**src/rtl/iir_pkg.sv**
```systemverilog
// Shared definitions for the sequential biquad IIR filter.
// Holds default word/fraction/guard widths, the FSM state encoding and the
// per-section coefficient index constants (coefficient address = 5*s + index).
package iir_pkg;

  localparam int unsigned DefN = 24;
  localparam int unsigned DefF = 14;
  localparam int unsigned DefG = 4;

  localparam int unsigned CoefA1     = 0;
  localparam int unsigned CoefA2     = 1;
  localparam int unsigned CoefB0     = 2;
  localparam int unsigned CoefB1     = 3;
  localparam int unsigned CoefB2     = 4;
  localparam int unsigned CoefPerSec = 5;

  typedef enum logic [2:0] {
    StIdle,
    StA1,
    StA2,
    StB0,
    StB1,
    StB2,
    StUpd,
    StDone
  } state_e;

endpackage

```
**src/rtl/iir_biquad_seq_if.sv**
```systemverilog
// Sample/result stream and coefficient write bus of iir_biquad_seq.
//   in_valid/in_ready/in_data     : input sample handshake (u[k])
//   out_valid/out_ready/out_data  : output result handshake (y[k])
//   coef_we/coef_addr/coef_wdata  : coefficient write port
// master = producer/consumer side, slave = filter side.
interface iir_biquad_seq_if #(
  parameter int unsigned N       = 24,
  parameter int unsigned NUM_SEC = 2
);
  localparam int unsigned CoefAW = $clog2(5 * NUM_SEC);

  logic                in_valid;
  logic                in_ready;
  logic signed [N-1:0] in_data;
  logic                out_valid;
  logic                out_ready;
  logic signed [N-1:0] out_data;
  logic                coef_we;
  logic [CoefAW-1:0]   coef_addr;
  logic signed [N-1:0] coef_wdata;

  modport master (
    output in_valid, in_data, out_ready, coef_we, coef_addr, coef_wdata,
    input  in_ready, out_valid, out_data
  );

  modport slave (
    input  in_valid, in_data, out_ready, coef_we, coef_addr, coef_wdata,
    output in_ready, out_valid, out_data
  );

endinterface

```
**src/rtl/iir_mac.sv**
```systemverilog
// Multiply/accumulate/narrow datapath of the biquad filter (combinational).
//   coef, operand : N-bit signed multiplicands
//   x             : section input, used as accumulator base when load_x
//   acc           : current accumulator (N+G bits)
//   load_x        : base = x (A1 step); load_zero : base = 0 (B0 step)
//   acc_next      : base + ((coef*operand) >>> F), kept to N+G bits
//   narrow, ovf   : acc_next reduced to N bits and its overflow indication
// Macro IIR_SAT_EN: defined -> narrowing clamps and ovf reports clamping;
// undefined -> narrowing wraps (low N bits) and ovf is 0.
module iir_mac #(
  parameter int unsigned N = 24,
  parameter int unsigned F = 14,
  parameter int unsigned G = 4
) (
  input  logic signed [N-1:0]   coef,
  input  logic signed [N-1:0]   operand,
  input  logic signed [N-1:0]   x,
  input  logic signed [N+G-1:0] acc,
  input  logic                  load_x,
  input  logic                  load_zero,
  output logic signed [N+G-1:0] acc_next,
  output logic signed [N-1:0]   narrow,
  output logic                  ovf
);
  localparam int unsigned AW = N + G;

  logic signed [2*N-1:0] prod;
  logic [AW-1:0]         prod_sh;
  logic [AW-1:0]         base;

  always_comb begin
    prod    = $signed({{N{coef[N-1]}}, coef}) * $signed({{N{operand[N-1]}}, operand});
    prod_sh = AW'(prod >>> F);
    if (load_x) begin
      base = {{G{x[N-1]}}, x};
    end else if (load_zero) begin
      base = '0;
    end else begin
      base = acc;
    end
    acc_next = $signed(base + prod_sh);
  end

`ifdef IIR_SAT_EN
  // Value fits in N bits only if the top G+1 bits are all equal.
  always_comb begin
    ovf = !((&acc_next[AW-1:N-1]) || !(|acc_next[AW-1:N-1]));
    if (ovf) begin
      narrow = acc_next[AW-1] ? {1'b1, {(N-1){1'b0}}} : {1'b0, {(N-1){1'b1}}};
    end else begin
      narrow = acc_next[N-1:0];
    end
  end
`else
  always_comb begin
    ovf    = 1'b0;
    narrow = acc_next[N-1:0];
  end
`endif

endmodule

```
**src/rtl/iir_biquad_seq.sv**
```systemverilog
// Sequential cascade of NUM_SEC direct-form-II biquad sections sharing one MAC.
// Per section: f = x + a1*f1 + a2*f2, y = b0*f + b1*f1 + b2*f2, then shift state.
// Ports:
//   clk, reset_n   : clock, asynchronous active-low reset
//   bus (slave)    : input/output streams and coefficient write port
//   busy           : 1 whenever the FSM is not idle
//   sat_flag       : sticky narrowing-overflow flag (0 unless IIR_SAT_EN)
// Macro IIR_SAT_EN selects saturating narrowing (see iir_mac).
module iir_biquad_seq import iir_pkg::*; #(
  parameter int unsigned N       = DefN,
  parameter int unsigned F       = DefF,
  parameter int unsigned NUM_SEC = 2,
  parameter int unsigned G       = DefG
) (
  input  logic              clk,
  input  logic              reset_n,
  iir_biquad_seq_if.slave   bus,
  output logic              busy,
  output logic              sat_flag
);
  localparam int unsigned NumCoef = CoefPerSec * NUM_SEC;
  localparam int unsigned CoefAW  = $clog2(NumCoef);
  localparam int unsigned SecW    = (NUM_SEC > 1) ? $clog2(NUM_SEC) : 1;

  state_e                state_q, state_d;
  logic [SecW-1:0]       sec_q;
  // Holds the current section's input and is overwritten with its output y.
  logic signed [N-1:0]   xy_q;
  logic signed [N-1:0]   f_q;
  logic signed [N+G-1:0] acc_q;
  logic signed [N-1:0]   f1_q [NUM_SEC];
  logic signed [N-1:0]   f2_q [NUM_SEC];
  logic signed [N-1:0]   coef_q [NumCoef];
  logic signed [N-1:0]   out_data_q;
  logic                  out_valid_q;

  logic [2:0]            coef_idx;
  logic [CoefAW-1:0]     rd_addr;
  logic signed [N-1:0]   operand;
  logic                  load_x, load_zero;
  logic signed [N+G-1:0] acc_next;
  logic signed [N-1:0]   narrow;
  logic                  ovf;
  logic                  coef_wr;
  logic                  last_sec;

  assign last_sec = (sec_q == SecW'(NUM_SEC - 1));
  assign coef_wr  = bus.coef_we && (state_q == StIdle) && (32'(bus.coef_addr) < NumCoef);

  // Operand/coefficient selection for the single multiply of each step.
  always_comb begin
    coef_idx  = 3'(CoefA1);
    operand   = '0;
    load_x    = 1'b0;
    load_zero = 1'b0;
    case (state_q)
      StA1: begin coef_idx = 3'(CoefA1); operand = f1_q[sec_q]; load_x = 1'b1; end
      StA2: begin coef_idx = 3'(CoefA2); operand = f2_q[sec_q]; end
      StB0: begin coef_idx = 3'(CoefB0); operand = f_q; load_zero = 1'b1; end
      StB1: begin coef_idx = 3'(CoefB1); operand = f1_q[sec_q]; end
      StB2: begin coef_idx = 3'(CoefB2); operand = f2_q[sec_q]; end
      default: ;
    endcase
    rd_addr = CoefAW'(CoefPerSec * 32'(sec_q) + 32'(coef_idx));
  end

  iir_mac #(
    .N(N),
    .F(F),
    .G(G)
  ) u_mac (
    .coef      (coef_q[rd_addr]),
    .operand   (operand),
    .x         (xy_q),
    .acc       (acc_q),
    .load_x    (load_x),
    .load_zero (load_zero),
    .acc_next  (acc_next),
    .narrow    (narrow),
    .ovf       (ovf)
  );

  always_comb begin
    state_d = state_q;
    unique case (state_q)
      StIdle: if (bus.in_valid) state_d = StA1;
      StA1:   state_d = StA2;
      StA2:   state_d = StB0;
      StB0:   state_d = StB1;
      StB1:   state_d = StB2;
      StB2:   state_d = StUpd;
      StUpd:  state_d = last_sec ? StDone : StA1;
      StDone: if (out_valid_q && bus.out_ready) state_d = StIdle;
    endcase
  end

  always_ff @(posedge clk or negedge reset_n) begin
    if (!reset_n) begin
      state_q     <= StIdle;
      sec_q       <= '0;
      xy_q        <= '0;
      f_q         <= '0;
      acc_q       <= '0;
      out_data_q  <= '0;
      out_valid_q <= 1'b0;
      for (int i = 0; i < NUM_SEC; i++) begin
        f1_q[i] <= '0;
        f2_q[i] <= '0;
      end
      for (int i = 0; i < NumCoef; i++) coef_q[i] <= '0;
    end else begin
      state_q <= state_d;
      if (coef_wr) coef_q[bus.coef_addr] <= bus.coef_wdata;
      case (state_q)
        StIdle: if (bus.in_valid) begin
          xy_q  <= bus.in_data;
          sec_q <= '0;
        end
        StA1, StB0, StB1: acc_q <= acc_next;
        StA2: begin
          acc_q <= acc_next;
          f_q   <= narrow;
        end
        StB2: begin
          acc_q <= acc_next;
          xy_q  <= narrow;
        end
        StUpd: begin
          f2_q[sec_q] <= f1_q[sec_q];
          f1_q[sec_q] <= f_q;
          if (!last_sec) sec_q <= sec_q + 1'b1;
        end
        StDone: begin
          // Result is presented one cycle after entering DONE.
          if (!out_valid_q) begin
            out_valid_q <= 1'b1;
            out_data_q  <= xy_q;
          end else if (bus.out_ready) begin
            out_valid_q <= 1'b0;
          end
        end
        default: ;
      endcase
    end
  end

`ifdef IIR_SAT_EN
  logic sat_q;
  always_ff @(posedge clk or negedge reset_n) begin
    if (!reset_n) begin
      sat_q <= 1'b0;
    end else if (ovf && (state_q == StA2 || state_q == StB2)) begin
      sat_q <= 1'b1;
    end
  end
  assign sat_flag = sat_q;
`else
  logic unused_ovf;
  assign unused_ovf = ovf;
  assign sat_flag   = 1'b0;
`endif

  assign bus.in_ready  = (state_q == StIdle);
  assign busy          = (state_q != StIdle);
  assign bus.out_valid = out_valid_q;
  assign bus.out_data  = out_data_q;

endmodule
```
**src/flat_wrapper.sv**
```systemverilog
// flat-port wrapper written by rule: the top's interface ports become plain ports
module iir_biquad_seq_flat import iir_pkg::*;
#(
  parameter int unsigned N       = DefN,
  parameter int unsigned F       = DefF,
  parameter int unsigned NUM_SEC = 2,
  parameter int unsigned G       = DefG
)
  (clk, reset_n, busy, sat_flag, bus_in_valid, bus_in_data, bus_out_ready, bus_coef_we, bus_coef_addr, bus_coef_wdata, bus_in_ready, bus_out_valid, bus_out_data);
  iir_biquad_seq_if #(.N(N), .NUM_SEC(NUM_SEC)) bus_i ();
  input  logic clk;
  input  logic reset_n;
  output logic busy;
  output logic sat_flag;
  input wire logic [$bits(bus_i.in_valid)-1:0] bus_in_valid;
  input wire logic [$bits(bus_i.in_data)-1:0] bus_in_data;
  input wire logic [$bits(bus_i.out_ready)-1:0] bus_out_ready;
  input wire logic [$bits(bus_i.coef_we)-1:0] bus_coef_we;
  input wire logic [$bits(bus_i.coef_addr)-1:0] bus_coef_addr;
  input wire logic [$bits(bus_i.coef_wdata)-1:0] bus_coef_wdata;
  output wire logic [$bits(bus_i.in_ready)-1:0] bus_in_ready;
  output wire logic [$bits(bus_i.out_valid)-1:0] bus_out_valid;
  output wire logic [$bits(bus_i.out_data)-1:0] bus_out_data;
  assign bus_i.in_valid = bus_in_valid;
  assign bus_i.in_data = bus_in_data;
  assign bus_i.out_ready = bus_out_ready;
  assign bus_i.coef_we = bus_coef_we;
  assign bus_i.coef_addr = bus_coef_addr;
  assign bus_i.coef_wdata = bus_coef_wdata;
  assign bus_in_ready = bus_i.in_ready;
  assign bus_out_valid = bus_i.out_valid;
  assign bus_out_data = bus_i.out_data;
  iir_biquad_seq #(.N(N), .F(F), .NUM_SEC(NUM_SEC), .G(G)) u_core (.clk(clk), .reset_n(reset_n), .bus(bus_i), .busy(busy), .sat_flag(sat_flag));
endmodule
```
**config.mk**
```make
export PLATFORM = sky130hd
export DESIGN_NAME = iir_biquad_seq_flat
export DESIGN_NICKNAME = d
export VERILOG_FILES = /design/src/rtl/iir_pkg.sv /design/src/rtl/iir_biquad_seq_if.sv /design/src/rtl/iir_mac.sv /design/src/rtl/iir_biquad_seq.sv /design/src/flat_wrapper.sv
export SDC_FILE = /design/constraint.sdc
export NUM_CORES = 2
export LEC_CHECK = 0
export ABC_AREA = 0
export BUFFER_PORTS_ARGS = -buffer_cell sky130_fd_sc_hd__buf_2
export CAP_MARGIN = 20
export CORE_ASPECT_RATIO = 0.9
export CORE_UTILIZATION = 55
export CTS_BUF_LIST = sky130_fd_sc_hd__clkbuf_2
export DETAILED_ROUTE_END_ITERATION = 8
export PLACE_DENSITY = 0.71
export SETUP_SLACK_MARGIN = 0.2
export SLEW_MARGIN = 20
export SYNTH_ARGS = -nofsm -noshare
export SYNTH_HDL_FRONTEND = slang
export SYNTH_HIERARCHICAL = 1
export SYNTH_SLANG_ARGS = --single-unit
```
**constraint.sdc**
```tcl
create_clock -name clk -period 21.4 [get_ports clk]
set_clock_uncertainty 0.05 [all_clocks]
set_input_delay 4.28 -clock clk [delete_from_list [all_inputs] [get_ports clk]]
set_output_delay 4.28 -clock clk [all_outputs]
set_load 0.1 [all_outputs]
```
==> results.sh <==
export IMPL_slew_viol_final=0
export IMPL_crit_family="adder cells"
export IMPL_grt_max_degree=172
export IMPL_hold_class="reg2reg"
export IMPL_worstPathArrival_ps=14580
export IMPL_insertion_delay_ps=1270
export IMPL_critPathKind="reg2reg"
export IMPL_synth_nets=4347
export IMPL_slew_headroom_pct=29.6
export IMPL_startpoint_type="register"
export IMPL_crit_required_ps=22440
export IMPL_syn_to_final_growth_pct=5.47
export IMPL_drc=0
export IMPL_min_period_ps=13540
export IMPL_timing_final_crit_share_pct=63.3
export IMPL_yosysWarnings=6
export IMPL_core_area_mm2=0.0704
export IMPL_ctsHoldBuffers=0
export IMPL_drive_gt1_share_pct=22.6
export IMPL_cts_tree="built"
export IMPL_hold_viol=0
export IMPL_r2r_start="u_core/state_q[2]"
export IMPL_clk_path_buf_depth=3
export IMPL_worst_slew_pin_slew_ps=1060
export IMPL_nets=4345
export IMPL_numCtsBuffers=112
export IMPL_grt_usage_pct=27.6
export IMPL_clock_sinks=437
export IMPL_grt_overflow=0
export IMPL_postRouteWirelength_mm=95.9
export IMPL_syn_area_mm2=0.0394
export IMPL_setup_tns_ps=0
export IMPL_max_cap_violations=0
export IMPL_critical_path_endpoint_type="register"
export IMPL_syn_mean_instance_area_um2=10.8
export IMPL_initial_core_util_pct=55.9
export IMPL_port_buffers=83
export IMPL_cts_repair_resized=0
export IMPL_rsz0062_at_grt="false"
export IMPL_grt_pass1_wl_mm=157
export IMPL_post_cts_buffers=0
export IMPL_cp_slowest_stage_delay_ps=850
export IMPL_rows=92
export IMPL_fillers=5959
export IMPL_path_max_fanout=83
export IMPL_die_h_um=256
export IMPL_cp_num_buf_inv=6
export IMPL_synthCells=3641
export IMPL_htree_levels=3
export IMPL_cpMostUsedCell="fa_1"
export IMPL_clkTransAtPathRegs_ps=100
export IMPL_post_dp_hpwl_mm=66.9
export IMPL_antenna_left=0
export IMPL_grt_antenna_before_repair=4
export IMPL_cpMaxStageDelayCell="buf_4"
export IMPL_root_buffer="clkbuf_2"
export IMPL_drt_iter0_drc=1780
export IMPL_final_setup_viol_count=0
export IMPL_fp_dieArea_mm2=0.0727
export IMPL_startpoint="u_core/state_q[2]"
export IMPL_viasPerCell=5.62
export IMPL_grt_pass1_vias=28200
export IMPL_io_pins=85
export IMPL_max_freq_mhz=73.9
export IMPL_chipWidth_um=284
export IMPL_dr_total_vias=26200
export IMPL_first_pass_iters=6
export IMPL_hp_start="u_core/f_q[15]"
export IMPL_routedWlPerCell_um=20.5
export IMPL_outcome="finished clean"
export IMPL_place_congestion=0.886
routing by layer:
layer / share of wire [%] / GRT usage [%] / wire length (µm)
met3: 6.8 / 5.83 / 6560
met5: 0 / 0 / 0
met2: 46 / 42.7 / 44300
met4: 2.2 / 8.06 / 2110
met1: 45 / 39.2 / 42900
worst paths after layout:
path | endpoint | slack (ps) | cells after the start
max in group asynchronous | u_core/bus.out_data[21] | 16130 | 3
worst max register to register | u_core/xy_q[21] | 7860 | 42
worst max-delay path | u_core/xy_q[21] | 7860 | 42
min in group asynchronous | u_core/coef_q[227] | 2980 | 1
worst min register to register | u_core/f1_q[15] | 410 | 1
worst min-delay path | u_core/f1_q[15] | 410 | 1
area by class of cell:
cell class	count	area (µm²)	share of cell area, %
timing repair buffer	147	926	2.23
antenna	5	12.5	0.0301
clock buffer	160	801	1.93
tap	940	1180	2.83
sequential	437	10900	26.3
clock inverter	41	241	0.581
multi-input combinational	2405	25400	61.2
inverter	536	2010	4.84
state kept, by name (all words and copies together), names as in the netlist:
signal and cells:
u_core/state_q 3, u_core/bus.out_data 24, u_core/bus.out_valid 1, u_core/xy_q 24, u_core/coef_q 240, u_core/f2_q 48
u_core/f1_q 48, u_core/last_sec 1, u_core/acc_q 24, u_core/f_q 24
worst register-to-register path: cells and delay by family (launching register included):
family / cells / cell delay, ps
buffers and inverters: 6 / 1620
xor gates and xnor gates: 2 / 440
adders and majority gates: 11 / 5110
DFF: 1 / 390
and+or+nand+nor: 6 / 1040
muxes: 3 / 1080
AOI/OAI and AO/OA: 14 / 3620
stage by stage:
stage / cells / util [%] / instance area [µm²] / worst slack, ps / hold WS [ps]
3_3_place_gp: 4463 / 57.5 / 40500 / 8330 / 410
4_1_cts: 4666 / 59.0 / 41500 / 7850 / 376
5_1_grt: 4671 / 59.0 / 41600 / 6960 / 347
2_1_floorplan: 3641 / - / 39400 / 9820 / 400
3_5_place_dp: 4465 / 57.5 / 40500 / 7980 / 418
6_report: 4671 / 59.0 / 41600 / 7860 / 410
cells in the final DEF, fill, tap and decap left out, drive strengths merged, types with 6 or more instances in the layout:
cell type  count
o21ai         37
inv          540
and3          32
a211oi         6
mux2i        128
mux4          18
a2111oi       31
mux2         457
nand4          8
dfrtp        437
nand3         27
ha           147
or3           10
nor2b         52
a21o          11
clkbuf       160
nor4          15
xor2          10
clkinv        37
nor2          79
xnor2         33
nand2        294
fa           502
buf          147
a22o          23
o21bai        21
a21oi         86
and2         257
nor3          31
o211ai        17
nand2b        27
Power is not shown: default switching activity piles up to over one toggle a cycle in this logic, so the estimate is an artifact.
